**config.mk**
```make
export PLATFORM = sky130hd
export DESIGN_NAME = shift_add_multiplier
export DESIGN_NICKNAME = d
export VERILOG_FILES = /design/src/rtl/shift_add_multiplier.sv
export SDC_FILE = /design/constraint.sdc
export NUM_CORES = 1
export LEC_CHECK = 0
export ABC_AREA = 1
export BUFFER_PORTS_ARGS = -buffer_cell sky130_fd_sc_hd__clkbuf_2
export CORE_ASPECT_RATIO = 1.2
export CORE_UTILIZATION = 50
export CTS_CLUSTER_DIAMETER = 120
export DETAILED_ROUTE_END_ITERATION = 12
export PLACE_DENSITY = 0.88
export SYNTH_ARGS = -nofsm -noshare
export SYNTH_HDL_FRONTEND = slang
export SYNTH_SLANG_ARGS = --single-unit
```
**constraint.sdc**
```tcl
create_clock -name clk -period 1.7 [get_ports clk]
set_clock_uncertainty 0.2 [all_clocks]
set_input_delay 0.085 -clock clk [delete_from_list [all_inputs] [get_ports clk]]
set_output_delay 0.085 -clock clk [all_outputs]
set_load 0.005 [all_outputs]
```
**src/rtl/shift_add_multiplier.sv**
```systemverilog
// Sequential NxN unsigned shift-add multiplier driving an external N-bit ripple adder.
// Latency: start accepted at edge E, N RUN edges, done high in the cycle after edge E+N; II = N+2.
// Backpressure: none; start is sampled only in IDLE, and start while busy is dropped (never queued).
//
// Ports:
//   clk, rst           rising-edge clock, asynchronous active-high reset
//   start              request, sampled only in IDLE
//   mcand, mplier      N-bit operands, captured on the accepting edge
//   add_a0/a1/ci       operands to the external adder (a0 = upper P, a1 = gated mcand, ci = 0)
//   add_sum, add_co    result from the external adder, consumed on every RUN edge
//   busy               high in RUN and DONE
//   done               one-cycle pulse, product valid
//   product            2N-bit result, held until the next completion
module shift_add_multiplier #(
  parameter int N = 4
) (
  input  logic           clk,
  input  logic           rst,
  input  logic           start,
  input  logic [N-1:0]   mcand,
  input  logic [N-1:0]   mplier,
  output logic [N-1:0]   add_a0,
  output logic [N-1:0]   add_a1,
  output logic           add_ci,
  input  logic [N-1:0]   add_sum,
  input  logic           add_co,
  output logic           busy,
  output logic           done,
  output logic [2*N-1:0] product
);

  // Step counter only has to reach N-1, so ceil(log2(N)) bits suffice (min 1).
  localparam int CW = (N > 2) ? $clog2(N) : 1;
  localparam logic [CW-1:0] CNT_LAST = CW'(N - 1);

  typedef enum logic [1:0] {
    S_IDLE = 2'd0,
    S_RUN  = 2'd1,
    S_DONE = 2'd2
  } state_t;

  state_t           r_state;
  state_t           w_state_nxt;
  logic [2*N-1:0]   r_p;        // {accumulated high half, remaining multiplier bits}
  logic [N-1:0]     r_mcand;
  logic [CW-1:0]    r_cnt;
  logic [2*N-1:0]   r_product;

  logic             w_accept;
  logic             w_last;
  logic [2*N-1:0]   w_p_step;

  // ---------------------------------------------------------------------------
  // Adder drive. Defined in every state; outside RUN the adder result is
  // simply not consumed, so no gating on state is needed here.
  // ---------------------------------------------------------------------------
  assign add_a0 = r_p[2*N-1:N];
  assign add_a1 = r_p[0] ? r_mcand : '0;
  assign add_ci = 1'b0;

  // One shift-add step: the carry lands in the MSB, so the full N+1 bit
  // adder result never overflows the 2N-bit register.
  assign w_p_step = {add_co, add_sum, r_p[N-1:1]};

  assign w_accept = (r_state == S_IDLE) && start;
  assign w_last   = (r_cnt == CNT_LAST);

  // ---------------------------------------------------------------------------
  // FSM: state register
  // ---------------------------------------------------------------------------
  always_ff @(posedge clk or posedge rst) begin
    if (rst) begin
      r_state <= S_IDLE;
    end else begin
      r_state <= w_state_nxt;
    end
  end

  // ---------------------------------------------------------------------------
  // FSM: next state
  // ---------------------------------------------------------------------------
  always_comb begin
    w_state_nxt = r_state;
    case (r_state)
      S_IDLE: begin
        if (start) begin
          w_state_nxt = S_RUN;
        end
      end
      S_RUN: begin
        if (w_last) begin
          w_state_nxt = S_DONE;
        end
      end
      S_DONE: begin
        w_state_nxt = S_IDLE;
      end
      default: begin
        w_state_nxt = S_IDLE;
      end
    endcase
  end

  // ---------------------------------------------------------------------------
  // Datapath registers
  // ---------------------------------------------------------------------------
  always_ff @(posedge clk or posedge rst) begin
    if (rst) begin
      r_p       <= '0;
      r_mcand   <= '0;
      r_cnt     <= '0;
      r_product <= '0;
    end else begin
      if (w_accept) begin
        r_mcand <= mcand;
        r_p     <= {{N{1'b0}}, mplier};
        r_cnt   <= '0;
      end else if (r_state == S_RUN) begin
        r_p   <= w_p_step;
        // Stops at N-1 because the FSM leaves RUN on that same edge.
        r_cnt <= r_cnt + 1'b1;
        if (w_last) begin
          r_product <= w_p_step;
        end
      end
    end
  end

  // Pure decode of the registered state: no combinational input-to-output path.
  assign busy    = (r_state == S_RUN) || (r_state == S_DONE);
  assign done    = (r_state == S_DONE);
  assign product = r_product;

endmodule

```
# Yosys cells after proc, flatten, opt, wreduce, memory -nomap -nowiden
# Index checks and enable logic that the tools add are counted.
# classes
addsub	1
eq_ne	5
n_mux	8
bitwise	1
n_reduce_logical	6
# op_table
operator	count
$mux 8	2
$mux 2	4
$eq 2x2->1 const B	2
$mux 4	1
$ne 2x2->1 const B	2
$pmux 2 s2	1
$reduce_and 3->1	1
$add 2x1->2 const B	1
$eq 2x1->1 const B	1
$logic_not 2->1	1
$reduce_and 2->1	1
$reduce_bool 2->1	1
$logic_and 1x1->1	1
$logic_or 1x1->1	1
$not 1->1	1
# totals
register_bits	24
out_inout_bits	19

# Depth between registers and ports, before layout
# logic_depth
ltp_word	4
mapped_depth	7
mapped_depth_nobuf	6

# Worst setup path after synthesis
# OpenSTA, ideal clock, no wires.
# synth_timing
kind	reg2reg
from	register r_state[0]
to	register r_product[0] (netlist: product[0])
setup_time_ps	118
arrival_ps	1050
path_slack_ps	332
stages_incl_launch_ff	7
path_buffers	0
cell_sequence	dfrtp_1 -> inv_1 -> ha_1 -> nand2_2 -> nand3_1 -> nand2_1 -> nand2_1
# synth_via
elab_chain_len	4
word_cells_on_any_way	5
cone_classes	eq/ne (1); bitwise (1); reduce/logical (3)
# synth_rtl
element	line_no	rtl
start: declaration	42	state_t r_state;
start signal: assignment	75	r_state <= w_state_nxt;
$logic_not 2->1	65	assign w_accept = (r_state == S_IDLE) && start;
$logic_and 1x1->1	65	
$not 1->1 (no source line)	-	
$reduce_and 3->1 (no source line) *	-	
end signal: assignment	123	r_product <= w_p_step;
end: declaration	47	logic [2*N-1:0] r_product;
# Every way passes the cells marked *; elsewhere a longest branch is shown, timed or not.
# A chain may end at the register's enable or synchronous reset.

# Final worst setup path
# layout_timing
from	register r_state[0]
to	register r_p[3]
# layout_via
elab_chain_len	3
word_cells_on_any_way	5
cone_classes	eq/ne (1); mux (1); reduce/logical (3)
# layout_rtl
element	line_no	rtl
$logic_not 2->1	65	
$logic_and 1x1->1	65	
$mux 8 / $reduce_bool 2->1 (equally long branches)	-	
end signal: assignment	116	r_p <= {{N{1'b0}}, mplier};
end signal: assignment	119	r_p <= w_p_step;
end: declaration	44	logic [2*N-1:0] r_p;
# Several ways; a longest one is shown, not always the timed one.

==> reports/results.tsv <==
stage	metric	value	unit
status	outcome	finished clean	
detailed_routing	vias_per_cell	4.991	
clocking	clkSinkCount	24	
sta	post-route-period-util	92.82	%
setup_path	path_buf_inv	2	
synthesis	yosys_warnings	0	
power_and_ir_drop	irDropWorstVdd	1.072	mV
placed_design	io_buffers	33	
clocking	cts_inserted_buffers	3	
final_layout	areaGrowthSynthToFinish	33.15	%
placed_design	dp_hpwl	1772	µm
run	cap_violations	0	
detailed_routing	ant_nets	0	
grt	grt_antenna_before_repair	0	
power_and_ir_drop	pwr-share-comb	45.9	%
sta	fin_setup_tns	0	ns
synthesis	synthXorXnorAreaFrac	0	%
synthesis	synthSimpleGateAreaFrac	32.18	%
final_layout	antenna_cells	0	
detailed_routing	drt-initial-drc-count	14	
power_and_ir_drop	p_clk_share	12.3	%
clocking	cts.clk_slew.worst_paths	0.13	ns
detailed_routing	routed_wl	2651	µm
grt	grt_pass1_vias	1042	
die	die_h	54.73	µm
sta	setup_violations	0	
synthesis	ys_seq_area_share	51.84	%
die	die_area	2515	µm²
final_layout	final_nets	205	
power_and_ir_drop	p_int	0.001414	W
synthesis	synth.top_cell.area_share	51.84	%
synthesis	synth_top_family_by_area	simple AND/OR/NAND/NOR gates	
setup_path	critPathMaxStageDelay	0.42	ns
setup_path	crit_arrival	1.62	ns
synthesis	synth_area	1159	µm²
synthesis	synth-compound-area-share	0.4320	%
power_and_ir_drop	pwr-share-seq	41.8	%
setup_path	crit_type	flip-flop to flip-flop	
final_layout	n_fill_cell	163	
setup_path	cp_cell_sequence	inv_1, ha_1, nand2_4, inv_1, nand2_1, nand3_1	
power_and_ir_drop	leakage	0.8860	nW
die	fp.dieW	45.95	µm
clocking	cts_buffer_depth	2	
clocking	cts_tree	yes	
die	floorplan.io_pins	35	
synthesis	syn_avg_cell_area	8.457	µm²
die	start_util	54.73	%
grt	grt_pass1_wl	4098	µm
synthesis	synth-seq-cells	24	
grt	grt.total_usage	23.29	%
setup_path	critPathTopFamily	flip-flops	
clocking	clk_latency	0.30	ns
final_layout	final_core_util	72.87	%
worst_hold_path	hp-class	primary input to async pin	
sta	fmax	0.6337	GHz
detailed_routing	wl_per_cell	12.45	µm
synthesis	syn_inst	137	
sta	hold_viol	0	
setup_path	crit_fanout	11	
sta	rsz0062_at_grt	no	
sta	finalCriticalPeriod	1.578	ns
die	rows	18	
grt	grt.overflow.total	0	
power_and_ir_drop	swShare	39.89	%
grt	grt_max_degree	25	
setup_path	crit_path_end_kind	flip-flop	
final_layout	drive_gt1_share	25.14	%
synthesis	synthMuxAreaShare	0	%
synthesis	yosysUniqueCellTypes	12	
clocking	post_cts_buffers	0	
setup_path	start_kind	flip-flop	
power_and_ir_drop	p_sw	0.0009384	W
clocking	cts-htree-levels	1	
setup_path	cp.required	1.74	ns
power_and_ir_drop	p_per_area	1525	nW/µm²
detailed_routing	drc	0	
setup_path	path_common_cell	inv_1	
setup_path	slowest_stage	dfrtp_1	
clocking	cts_root_buf	clkbuf_4	
synthesis	synth_area_leaders	dfrtp_1 52%, nand2_1 16%, nand3_1 11%, ha_1 5.4%, buf_4 4.5%	
synthesis	synth_nets	158	
synthesis	synth_fa_ha_area_share	5.400	%
die	core_area	2117	µm²
placed_design	gp_congestion	0.7904	
sta	slew_violations	0	
synthesis	yosysTopAreaCell	dfrtp_1	
detailed_routing	dr.pass1.iters	4	
detailed_routing	vias	1063	
[flip-flops by register name, indices dropped and copies added, names as in the netlist]
name     cells
product      8
r_state      2
r_cnt        2
r_mcand      4
r_p          8
[final timing paths]
kind	startpoint	cells past startpoint	to	slack (ns)
setup / recovery	r_state[0]	6	r_p[3]	0.12
hold / removal	rst	4	r_cnt[0]	0.14
setup reg to reg	r_state[0]	6	r_p[3]	0.12
hold reg to reg	product[1]	2	product[1]	0.29
max in group asynchronous	rst	4	r_p[1]	0.93
min in group clk	product[1]	2	product[1]	0.29
[cell families after synthesis]
logic type               after synthesis
flip-flops                            24
buffers and inverters                 22
adder cells (fa/ha/maj)                5
AND/OR/NAND/NOR                       84
other                                  1
AO/OA/AOI/OAI                          1
[layer usage]
layer  routed length, µm  vias up  global-route usage (%)
li1                    -      528                       -
met3                  95        6                   3.630
met4                  50        0                   11.76
met2                1457       33                   44.37
met5                   0        -                       0
met1                1047      496                   23.85
[repair_timing]
item	in CTS	in global routing
endpoints found under the setup margin	0	11
gates resized for setup	0	3
hold buffers	15	0
endpoints found under the hold margin	43	0
[cells in the final DEF, fill, tap and decap left out, drive strengths merged]
| cell | netlist | routed |
|---|---|---|
| nand2 | 50 | 50 |
| clkbuf | 0 | 37 |
| nand3 | 26 | 26 |
| dfrtp | 24 | 24 |
| dlygate4sd3 | 0 | 15 |
| inv | 11 | 11 |
| nand4 | 8 | 8 |
| ha | 5 | 5 |
| buf | 11 | 5 |
| o21ai | 1 | 1 |
| conb | 1 | 1 |
[power groups by stage]
stage	Sequential (W)	Clock [W]	Combinational, W
after floorplan	0.000966	0	0.000693
after global placement	0.000980	0	0.000965
after detailed placement	0.000993	0	0.00102
after CTS	0.000979	0.000294	0.00105
after global routing	0.00101	0.000318	0.00123
final	0.000983	0.000289	0.00108
[Yosys cell counts]
cell and count:
inv_2 1, nand4_1 8, dfrtp_1 24, o21ai_0 1, buf_2 4, inv_1 10
ha_1 5, conb_1 1, nand2_1 48, nand3_1 26, nand2_2 2, buf_4 7
[tightest hold or removal path, delay by kind of cell]
kind	cells	cell delay (ns)
buffers and inverters	4	0.97
[cell type report]
cell class	instances	area, µm²	area share (%)
flip-flops and latches	24	600.6	38.93
repair buffers	53	365.4	23.68
well taps	30	37.54	2.433
multi-input cells	91	461.7	29.93
clock buffers	4	36.28	2.352
inverters	11	41.29	2.676
[stage by stage]
| stage | cell area, µm² | power [W] | cells | hold slack, ns | worst slack (ns) |
|---|---|---|---|---|---|
| finish | 1543 | 0.002352 | 213 | 0.1407 | 0.1220 |
| global route | 1543 | 0.002562 | 213 | 0.1744 | 0.01542 |
| CTS | 1525 | 0.002323 | 213 | 0.1425 | 0.007449 |
| detailed placement | 1339 | 0.002008 | 194 | -0.07110 | 0.02216 |
| global placement | 1339 | 0.001945 | 194 | -0.08131 | 0.1514 |
| floorplan | 1159 | 0.001659 | 137 | -0.1004 | 0.3322 |
Note: power is estimated with default switching activity, not from simulation.
